==> src/rtl/pipeline_if_stage_pkg.sv <==
// Shared definitions for the instruction-fetch stage: FSM states, the bubble
// instruction, the DRAM window base and small decode helpers.
package pipeline_if_stage_pkg;

    typedef enum logic [1:0] {
        ST_RUN   = 2'd0,
        ST_DWAIT = 2'd1,
        ST_HOLD  = 2'd2,
        ST_DROP  = 2'd3
    } if_state_t;

    // addi x0,x0,0
    localparam logic [31:0] NOP_INSTR      = 32'h0000_0013;
    localparam logic [63:0] DRAM_BASE_ADDR = 64'h0000_0000_8000_0000;

    // A 64-bit DRAM read carries two instructions; pc[2] picks the upper one.
    function automatic logic [31:0] dram_word_select(input logic word_hi,
                                                     input logic [63:0] rdata);
        return word_hi ? rdata[63:32] : rdata[31:0];
    endfunction

    function automatic logic pc_misaligned(input logic [1:0] pc_low);
        return pc_low != 2'b00;
    endfunction

endpackage

==> src/rtl/pipeline_if_stage_dram_fetch_unit.sv <==
// DRAM fetch helper: picks the 32-bit instruction out of the read doubleword
// and runs the wait counter that bounds a pending DRAM fetch.
module if_dram_fetch_unit
    import pipeline_if_stage_pkg::*;
#(
    parameter int unsigned WAIT_MAX = 15
) (
    input  logic        clk,
    input  logic        reset,
    input  logic        count_en,
    input  logic        word_hi,
    input  logic [63:0] dram_rdata,
    output logic [31:0] instr,
    output logic        timeout
);

    localparam int unsigned CW = (WAIT_MAX > 0) ? $clog2(WAIT_MAX + 1) : 1;
    localparam logic [CW-1:0] CNT_MAX = CW'(WAIT_MAX);

    logic [CW-1:0] wait_cnt;

    // Counter only survives while the stage keeps waiting; any other cycle clears it.
    always_ff @(posedge clk or negedge reset) begin
        if (!reset) begin
            wait_cnt <= '0;
        end else if (count_en) begin
            wait_cnt <= wait_cnt + CW'(1);
        end else begin
            wait_cnt <= '0;
        end
    end

    assign timeout = (wait_cnt == CNT_MAX);
    assign instr   = dram_word_select(word_hi, dram_rdata);

endmodule

==> src/rtl/pipeline_if_stage.sv <==
// Instruction-fetch stage: presents ROM or DRAM instructions to IF/ID, waits
// on slow DRAM reads, and handles stall, flush and DRAM timeout.
module pipeline_if_stage #(
    parameter int unsigned DRAM_WAIT_MAX = 15,
    parameter logic [31:0] NOP_INSTR     = pipeline_if_stage_pkg::NOP_INSTR
) (
    input  logic        clk,
    input  logic        reset,
    input  logic        stall,
    input  logic        flush,
    input  logic [63:0] pc_IFP,
    input  logic        if_channel_sel,
    input  logic [31:0] rom_data,
    input  logic [63:0] dram_rdata,
    input  logic        dram_rvalid,
    output logic [63:0] pc_IF,
    output logic [31:0] instr_IF,
    output logic        valid_IF,
    output logic        stall_req,
    output logic        misaligned_IF,
    output logic        fetch_fault
);

    import pipeline_if_stage_pkg::*;

    // state  | meaning
    // RUN    | normal fetch; ROM or zero-wait DRAM captured every unstalled cycle
    // DWAIT  | DRAM read outstanding for pend_pc, prepare stage held
    // HOLD   | DRAM instruction presented while downstream is stalled
    // DROP   | flushed DRAM read still outstanding; its data is discarded
    if_state_t   state;
    logic [63:0] pend_pc;
    logic [63:0] dram_pc;
    logic [31:0] dram_instr;
    logic        in_wait;
    logic        count_en;
    logic        timeout;

    assign in_wait   = (state == ST_DWAIT) || (state == ST_DROP);
    assign stall_req = in_wait;
    assign count_en  = in_wait && !flush && !dram_rvalid && !timeout;
    assign dram_pc   = (state == ST_RUN) ? pc_IFP : pend_pc;

    if_dram_fetch_unit #(
        .WAIT_MAX (DRAM_WAIT_MAX)
    ) u_dram_fetch (
        .clk        (clk),
        .reset      (reset),
        .count_en   (count_en),
        .word_hi    (dram_pc[2]),
        .dram_rdata (dram_rdata),
        .instr      (dram_instr),
        .timeout    (timeout)
    );

    always_ff @(posedge clk or negedge reset) begin
        if (!reset) begin
            state         <= ST_RUN;
            pc_IF         <= '0;
            instr_IF      <= NOP_INSTR;
            valid_IF      <= 1'b0;
            misaligned_IF <= 1'b0;
            fetch_fault   <= 1'b0;
            pend_pc       <= '0;
        end else begin
            fetch_fault <= 1'b0;
            if (flush) begin
                valid_IF <= 1'b0;
                instr_IF <= NOP_INSTR;
                state    <= (state == ST_DWAIT) ? ST_DROP : ST_RUN;
            end else begin
                case (state)
                    ST_RUN: begin
                        if (!stall) begin
                            if (!if_channel_sel) begin
                                pc_IF         <= pc_IFP;
                                instr_IF      <= rom_data;
                                valid_IF      <= 1'b1;
                                misaligned_IF <= pc_misaligned(pc_IFP[1:0]);
                            end else if (dram_rvalid) begin
                                pc_IF         <= pc_IFP;
                                instr_IF      <= dram_instr;
                                valid_IF      <= 1'b1;
                                misaligned_IF <= pc_misaligned(pc_IFP[1:0]);
                            end else begin
                                pend_pc  <= pc_IFP;
                                valid_IF <= 1'b0;
                                state    <= ST_DWAIT;
                            end
                        end
                    end
                    ST_DWAIT: begin
                        if (dram_rvalid) begin
                            pc_IF         <= pend_pc;
                            instr_IF      <= dram_instr;
                            valid_IF      <= 1'b1;
                            misaligned_IF <= pc_misaligned(pend_pc[1:0]);
                            state         <= stall ? ST_HOLD : ST_RUN;
                        end else if (timeout) begin
                            fetch_fault <= 1'b1;
                            valid_IF    <= 1'b0;
                            instr_IF    <= NOP_INSTR;
                            state       <= ST_RUN;
                        end
                    end
                    ST_HOLD: begin
                        if (!stall) begin
                            state <= ST_RUN;
                        end
                    end
                    ST_DROP: begin
                        if (dram_rvalid || timeout) begin
                            state <= ST_RUN;
                        end
                    end
                    default: state <= ST_RUN;
                endcase
            end
        end
    end

endmodule

==> config.mk <==
export PLATFORM = sky130hd
export DESIGN_NAME = pipeline_if_stage
export DESIGN_NICKNAME = d
export VERILOG_FILES = /design/src/rtl/pipeline_if_stage_pkg.sv /design/src/rtl/pipeline_if_stage_dram_fetch_unit.sv /design/src/rtl/pipeline_if_stage.sv
export SDC_FILE = /design/constraint.sdc
export NUM_CORES = 1
export LEC_CHECK = 0
export CORE_ASPECT_RATIO = 1.25
export CORE_MARGIN = 2
export CORE_UTILIZATION = 25
export CTS_BUF_LIST = sky130_fd_sc_hd__clkbuf_8
export DETAILED_ROUTE_END_ITERATION = 12
export SYNTH_ARGS = -nofsm -noshare
export SYNTH_HDL_FRONTEND = slang
export SYNTH_SLANG_ARGS = --single-unit
==> constraint.sdc <==
create_clock -name clk -period 2.3 [get_ports clk]
set_input_delay 0.46 -clock clk [delete_from_list [all_inputs] [get_ports clk]]
set_output_delay 0.46 -clock clk [all_outputs]
set_load 0.1 [all_outputs]
# After elaboration in Yosys (flattened, before gate mapping)

Cells that the tools add are included.

Bits in read-only memories: 0
Logic and storage cells: 86
Memories kept: 0
Latch bits: 0
Input bits: 166
RAM bits: 0
Register bits: 169

Multiplexer cells: 42
Equal/unequal tests: 14
$lt $le $gt $ge: 0
Multiply operators: 0
Div/mod/pow operators: 0
Bitwise operators: 3
Reduce and logical (&&, ||, !) cells: 18
Add/subtract/negate cells: 1
Shift-type cells: 0

Operator list:

| kind                  | count |
|---|---|
| $mux W64              | 4 |
| $mux W32              | 7 |
| $pmux W64 S2          | 1 |
| $pmux W32 S2          | 1 |
| $mux W2               | 10 |
| $ne A3 B3 Y1 const B  | 5 |
| $mux W1               | 14 |
| $reduce_and A5 Y1     | 2 |
| $ne A4 B4 Y1 const B  | 2 |
| $pmux W2 S4           | 1 |
| $reduce_and A6 Y1     | 1 |
| $reduce_bool A2 Y1    | 3 |
| $add A4 B1 Y4 const B | 1 |
| $eq A2 B2 Y1 const B  | 2 |
| $eq A4 B4 Y1 const B  | 1 |
| $mux W4               | 1 |
| $ne A2 B2 Y1 const B  | 2 |
| $pmux W1 S2           | 2 |
| $reduce_and A4 Y1     | 1 |
| $logic_and A1 B1 Y1   | 3 |
| $logic_not A1 Y1      | 3 |
| $mux W3               | 1 |
| $ne A3 B2 Y1 const B  | 1 |
| $not A1 Y1            | 3 |
| 5 further kinds       | 6 |

# Depth between registers and ports, before layout

Gate-level depths: netlist of the first run.

Depth after elaboration: 8
Gate-level depth with buffers: 8
Mapped depth without buffers: 5

# By module

A second synthesis of the first run with hierarchy kept.

Cell total of the unflattened synthesis: 791
Area, all modules: 8418.1 um2

By module, submodules not included:

| module             | times used | area each (um2) | cells each | sequential area each (um2) |
|---|---|---|---|---|
| pipeline_if_stage  | 1          | 7702.4          | 741        | 4132.7 |
| if_dram_fetch_unit | 1          | 715.7           | 50         | 100.1 |

# Worst setup path before layout of the first run

No wires, ideal clock.

Path kind: input-to-reg
From: input port flush
To: register pend_pc[14]
Setup time: 0.125 ns
Arrival time: 1.711 ns
Buffers on the path: 3
Setup slack: 0.464 ns
Cell stages on the path: 6
Path through: clkbuf_1 -> nor2_1 -> nand2_1 -> clkbuf_1 -> buf_2 -> mux2_2

Cells in the longest elaborated chain, start to end: 2

RTL lines:

| item                        | RTL line                | RTL |
|---|---|---|
| start, declared             | pipeline_if_stage.sv:10 | `input logic flush,` |
| $not A1 Y1 (no line)        | --                      |  |
| $reduce_and A5 Y1 (no line) | --                      |  |
| end signal, assigned        | pipeline_if_stage.sv:86 | `pend_pc <= pc_IFP;` |
| end, declared               | pipeline_if_stage.sv:32 | `logic [63:0] pend_pc;` |

Every way passes these cells.
A chain may end at the register's enable or synchronous reset.

# Final worst setup path of the first run

From: register state[0]
To: register instr_IF[25]

Cells in the longest elaborated chain, start to end: 8
Elaborated cells on any way between the ends: 15
Those cells by class: eq/ne: 4; mux: 8; reduce/logical: 3

RTL lines:

| item                   | RTL line                                         | RTL |
|---|---|---|
| start, declared        | pipeline_if_stage.sv:31                          | `if_state_t state;` |
| start signal, assigned | pipeline_if_stage.sv:70                          | `state <= (state == ST_DWAIT) ? ST_DROP : ST_RUN;` |
| start signal, assigned | pipeline_if_stage.sv:98                          | `state <= stall ? ST_HOLD : ST_RUN;` |
| $logic_not A2 Y1       | pipeline_if_stage.sv:42, pipeline_if_stage.sv:72 |  |
| $mux W3                | pipeline_if_stage.sv:42                          | `assign dram_pc = (state == ST_RUN) ? pc_IFP : pend_pc;` |
| $mux W32               | pipeline_if_stage_pkg.sv:19                      | `return word_hi ? rdata[63:32] : rdata[31:0];` |
| $mux W32               | pipeline_if_stage.sv:80                          | `end else if (dram_rvalid) begin` |
| $mux W32               | pipeline_if_stage.sv:75                          | `if (!if_channel_sel) begin` |
| $mux W32               | pipeline_if_stage.sv:74                          | `if (!stall) begin` |
| $pmux W32 S2           | pipeline_if_stage.sv:72                          | `case (state)` |
| $mux W32               | pipeline_if_stage.sv:67                          | `if (flush) begin` |
| end signal, assigned   | pipeline_if_stage.sv:77                          | `instr_IF <= rom_data;` |
| end signal, assigned   | pipeline_if_stage.sv:82                          | `instr_IF <= dram_instr;` |
| end signal, assigned   | pipeline_if_stage.sv:95                          | `instr_IF <= dram_instr;` |
| end, declared          | pipeline_if_stage.sv:17                          | `output logic [31:0] instr_IF,` |

Several ways; a longest one is shown, not always the timed one. The select of a mux whose other input is x is not followed.

==> flow_summary.yaml, run 1 <==
route:
  viasPerCell: 4.52
  route.met3.wl_um: 1510
  drt_iter0_markers: 313
  antenna_left: 0
  met1_length_um: 9330
  drc: 0
  num_vias: 6111
  drtPass1Iterations: 4
  top_layer_used: "met4"
  wire_per_inst_um: 16.6
  wl_um: 22500
  wl_met2_um: 11400
worst_setup_path:
  cpPeakStageDelay_ns: 0.56
  path_max_fanout: 16
  cpMaxStageDelayCell: "or3b_4"
  critPathBufInv: 1
  required_ns: 2.66
  cp_cell_sequence: "or3b_4 > nand2_1 > buf_4 > a211oi_1 > o32ai_1"
  worst_setup_path_end_kind: "flip-flop"
  crit_type: "flip-flop to flip-flop"
  start_kind: "flip-flop"
  crit_family: "simple AND/OR/NAND/NOR gates"
  cp.arrival_ns: 2.29
global_routing:
  overflow: 0
  track_usage_pct: 14.2
  antenna_found_initial: 1
  grt_pass1_wl_um: 35400
  grt_max_degree: 72
  grt_pass1_vias: 6327
synth:
  synth_compound_area_share_pct: 12.1
  ys.flop_type: "dfrtp_1"
  synth_top_area_share_pct: 54.5
  synthSimpleGateAreaFrac_pct: 9.41
  synthMostInstantiatedCell: "dfrtp_1"
  yosysTopAreaCell: "dfrtp_1"
  ys_top_cells_by_area: "dfrtp_1 55%, mux2_2 9.5%, mux2i_1 8.4%, o21ai_0 4.3%, o32ai_1 3.4%"
  synth_common_cells: "166 x dfrtp_1, 68 x nand2_1, 66 x o21ai_0"
  synthAdderAreaFrac_pct: 0.164
  yosys_warnings: 0
  syn-mean-instance-area_um2: 11.2
  synth_top_family_by_area: "multiplexers"
  synth_seq_area_share_pct: 55.5
  synth_nets: 847
  synthXorXnorAreaFrac_pct: 0.230
  synth.area.mux_share_pct: 17.9
  async_reset_ff_share_pct: 100
  ys_types: 31
  syn_area_um2: 7620
  synth_cells: 680
  synth-seq-cells: 169
  synth_edf_count: 0
sta:
  worst-slew-pin-transition_ns: 0.559
  fin_ws_ns: 0.368
  hold_slack_ns: 0.465
  drv_slew: 0
  rsz0062_at_grt: "false"
  relSlewSlack_pct: 62.7
  period_minus_slack_ns: 1.93
  hold_viol: 0
  setup_viol: 0
  post-route-period-util_pct: 84.0
  clock-skew-final_ns: 0.0135
  max_clock_freq_mhz: 518
finish:
  final_area_um2: 11000
  layout-drive-gt1-share_pct: 24.3
  fin_util_pct: 36.8
  area_delta_synth_final_pct: 45.0
  fillerInstances: 3051
  final_nets: 1104
floorplanning:
  ios: 266
  die_y_um: 199
  fp-row-count: 71
  die_w_um: 160
  core_area_um2: 30000
  dieArea_um2: 31900
  start_util_pct: 25.4
placed_design:
  place.detailed.hpwl_um: 15800
  place_ws_ns: -0.0365
  place_area_um2: 10700
  gp_congestion: 0.805
  io_buffers: 265
pwr:
  irDropWorstVdd_uv: 535
  p_leak_uw: 0.00485
  pwr-share-clk_pct: 19.1
  combPwrFrac_pct: 44.6
  powerDensity_nw_per_um2: 1000
  pwr-share-seq_pct: 36.3
  fin_total_pwr_uw: 11100
  power.internal_uw: 5930
  swShare_pct: 46.5
  p_switching_uw: 5160
hold_path:
  hold_path_class: "flip-flop to flip-flop"
clocking:
  post_cts_resized: 0
  cts_max_path_buffers: 2
  htree_levels: 4
  cts_tree: "built"
  clk_latency_ns: 0.46
  cts.sinks: 169
  cts_buffers: 17
  cts_root_buf: "clkbuf_8"
  cts.clk_slew.worst_paths_ns: 0.09
outcome:
  status: "finished clean"
job:
  maxCapViolations: 0
## layer usage
| metal | GRT usage, % | up-vias |
|---|---|---|
| li1 | - | 2938 |
| met1 | 16.8 | 2979 |
| met2 | 24.8 | 178 |
| met3 | 4.65 | 16 |
| met4 | 4.37 | 0 |
| met5 | 0 | - |
## cells in the final DEF, fill, tap and decap left out, drive strengths merged, types with 2 or more instances in the layout
master,n
mux2i,64
xor2,2
nand3,2
a21oi,4
o211a,3
dfrtp,166
nand2,68
diode,2
dfstp,3
o21ai,67
nor2,36
clkinv,8
and3,35
o32ai,30
o21bai,2
buf,126
clkdlybuf4s50,164
inv,36
clkbuf,19
a2111o,3
or3,3
mux2,64
nor3,4
nand2b,4
a211oi,29
## cells by family (layout without fill, tap and decap cells)
group                      after synthesis  count (layout)
DFF                                    169             169
and+or+nand+nor                        156             156
AOI/OAI and AO/OA                      139             139
muxes                                  128             128
buffers and inverters                   85             355
xor gates and xnor gates                 2               2
adders and majority gates                1               1
other                                    0               2
## final timing paths
check / startpoint / endpoint / slack [ns] / cells after the start
hold / removal: u_dram_fetch.wait_cnt[0] / u_dram_fetch.wait_cnt[0] / 0.46 / 1
setup reg to reg: state[0] / instr_IF[25] / 0.37 / 5
hold reg to reg: u_dram_fetch.wait_cnt[0] / u_dram_fetch.wait_cnt[0] / 0.46 / 1
setup / recovery: state[0] / instr_IF[25] / 0.37 / 5
min in group asynchronous: reset / pc_IF[29] / 0.50 / 2
max in group asynchronous: reset / pend_pc[16] / 1.06 / 3
## cell type report
class / instances / area, µm² / share of cell area [%]
repair buffers: 291 / 2740 / 24.8
clock inverters: 13 / 121 / 1.10
flip-flops and latches: 169 / 4230 / 38.3
clock buffers: 19 / 262 / 2.37
well taps: 401 / 502 / 4.54
multi-input cells: 426 / 3070 / 27.8
inverters: 32 / 120 / 1.09
diodes: 2 / 5.00 / 0.0453
## state kept, by name, indices dropped and copies added, names as in the netlist
register / flops
fetch_fault: 1
instr_IF: 32
misaligned_IF: 1
pc_IF: 64
pend_pc: 64
state: 2
u_dram_fetch.wait_cnt: 4
valid_IF: 1
## power by group through the flow
stage,clock [µW],sequential (µW),combinational [µW]
2_1_floorplan,0,6640,1020
3_3_place_gp,0,4050,4960
3_5_place_dp,0,4090,4990
4_1_cts,2230,4030,5000
5_1_grt,2340,4120,5190
6_report,2120,4020,4950
## repair_timing
action | in CTS | in global routing
setup buffers | 0 | 0
endpoints found under the hold margin | 42 | 0
hold buffers | 1 | 0
## metrics by stage
| step | instances | TNS, ns |
|---|---|---|
| after CTS | 1351 | 0 |
| final | 1353 | 0 |
| after floorplan | 680 | 0 |
| after global routing | 1351 | 0 |
| after detailed placement | 1318 | -0.329 |
| after global placement | 1318 | -0.000597 |
No activity file was read; power rests on OpenSTA's default activity.
==> run 2, diff against run 1 <==
clock period = 1.7 ns   (was 2.3 ns; I/O delays follow)
==> run 2 against run 1 <==
Effect of this change: the run now ends with setup timing left; power is 55% higher; non-clock buffer count is 47 higher; hold slack worse by 0.13 ns; combinational power is 72% higher.
==> flow_summary.yaml, run 2 (synthesis gave the netlist of run 1 again) <==
sta:
  hold_slack_ns: 0.333
  fin_ws_ns: -0.0822
  clock-skew-final_ns: 0.0121
  tns_ns: -2.40
  drv_slew: 0
  post-route-period-util_pct: 105
  worst-slew-pin-transition_ns: 0.414
  max_clock_freq_mhz: 561
  rsz0062_at_grt: "true"
  period_minus_slack_ns: 1.78
  setup_viol: 84
  relSlewSlack_pct: 72.4
  hold_viol: 0
worst_setup_path:
  cp.arrival_ns: 2.14
  cpPeakStageDelay_ns: 0.57
  cpMaxStageDelayCell: "clkdlybuf4s50_1"
  worst_setup_path_end_kind: "flip-flop"
  cp_cell_sequence: "clkdlybuf4s50_1 > or3b_4 > buf_12 > buf_12 > and3_4 > a211oi_2 > o32ai_2"
  critPathBufInv: 3
  crit_type: "input port to flip-flop"
  path_max_fanout: 6
  worst_path_most_repeated_cell: "buf_12"
  required_ns: 2.06
  crit_family: "buffers and inverters"
  start_kind: "input port"
pwr:
  combPwrFrac_pct: 49.4
  pwr-share-seq_pct: 33.1
  swShare_pct: 44.1
  pwr-share-clk_pct: 17.5
  irDropWorstVdd_uv: 897
  p_leak_uw: 0.00563
  powerDensity_nw_per_um2: 1290
  p_switching_uw: 7590
  power.internal_uw: 9620
finish:
  area_delta_synth_final_pct: 75.0
  ff_latch_area_um2: 4230
  final_cell_mix: "165 x dfrtp_1, 164 x clkdlybuf4s50_1, 120 x buf_12"
  reg_top3: "pc_IF x64, pend_pc x64, instr_IF x32"
  fillerInstances: 2811
  multi_input_area_um2: 3400
  final_common_cell: "dfrtp_1"
  final_area_um2: 13300
  fin_util_pct: 44.4
  final_nets: 1152
  layout-drive-gt1-share_pct: 33.6
clocking:
  clk_latency_ns: 0.48
  cts_tree: "built"
  htree_levels: 4
  cts_max_path_buffers: 2
  cts.clk_slew.worst_paths_ns: 0.10
  cts_buffers: 17
  cts.sinks: 169
  cts_root_buf: "clkbuf_8"
route:
  wire_per_inst_um: 17.9
  drtPass1Iterations: 4
  num_vias: 6366
  antenna_left: 0
  viasPerCell: 4.55
  wl_um: 25100
  drc: 0
  drt_iter0_markers: 265
global_routing:
  grt_pass1_wl_um: 37900
  grt_pass1_vias: 6557
  overflow: 0
  grt_max_degree: 55
  antenna_found_initial: 2
  track_usage_pct: 15.4
floorplanning:
  die_y_um: 199
  die_w_um: 160
  start_util_pct: 25.4
  fp-row-count: 71
  dieArea_um2: 31900
  ios: 266
  core_area_um2: 30000
job:
  maxCapViolations: 0
outcome:
  status: "complete, but fails checks"
  violations: "setup timing"
placed_design:
  place.detailed.hpwl_um: 17100
  place_area_um2: 12200
  gp_congestion: 0.793
  io_buffers: 265
hold_path:
  hold_path_class: "input port to asynchronous set/reset pin"
==> run 2: changes by cell type in the layout (fill, tap and decap cells not counted), sizes merged <==
cell,change
diode,-1
clkinvlp,+1
inv,+3
buf,+41
clkbuf,+5
or3b,+1
clkinv,-3
==> run 2: cell type report <==
cell class	count	area share (%)
sequential	169	31.7
clock inverter	14	1.20
clock buffer	18	1.86
tap	401	3.76
inverter	32	0.901
multi-input combinational	427	25.5
antenna	1	0.0188
timing repair buffer	338	35.0
==> run 2: through the flow <==
step	setup slack, ns	total power [µW]	instances
after detailed placement	-0.569	14000	1344
after global routing	-0.127	18000	1399
after CTS	-0.0547	17300	1388
final	-0.0822	17200	1400
after global placement	-0.490	13800	1344
after floorplan	-0.00808	10400	680
==> run 2: repair_timing <==
action,in CTS,in global routing
setup buffers,9,5
gates cloned,2,7
endpoints found under the setup margin,125,152
gates resized for setup,54,24
pin swaps,55,8
hold buffers,1,0
hold endpoints to repair,30,0
==> run 2: power by group through the flow <==
stage	combinational [µW]	clock (µW)	sequential (µW)
floorplan	1380	0	8980
global placement	8110	0	5730
detailed placement	8170	0	5790
CTS	8410	3180	5710
global route	8850	3330	5830
finish	8490	3010	5700
==> run 2: layer usage <==
metal	up-vias	routed length [µm]	share of wire, %	global-route usage (%)
met5	-	13	0.052	0
met4	2	454	1.8	4.97
met3	26	1630	6.5	5.19
met2	187	13000	52	26.7
met1	3118	10000	40	17.9
li1	3033	-	-	-
==> run 2: final timing paths <==
path / startpoint / endpoint / slack (ns) / cells after the start
max in group asynchronous: reset / instr_IF[0] / 0.73 / 3
hold reg to reg: u_dram_fetch.wait_cnt[0] / u_dram_fetch.wait_cnt[0] / 0.47 / 1
setup reg to reg: state[0] / pend_pc[3] / -0.06 / 6
min in group clk: u_dram_fetch.wait_cnt[0] / u_dram_fetch.wait_cnt[0] / 0.47 / 1
hold / removal: reset / pc_IF[27] / 0.33 / 2
setup / recovery: pc_IFP[2] / instr_IF[14] / -0.08 / 7
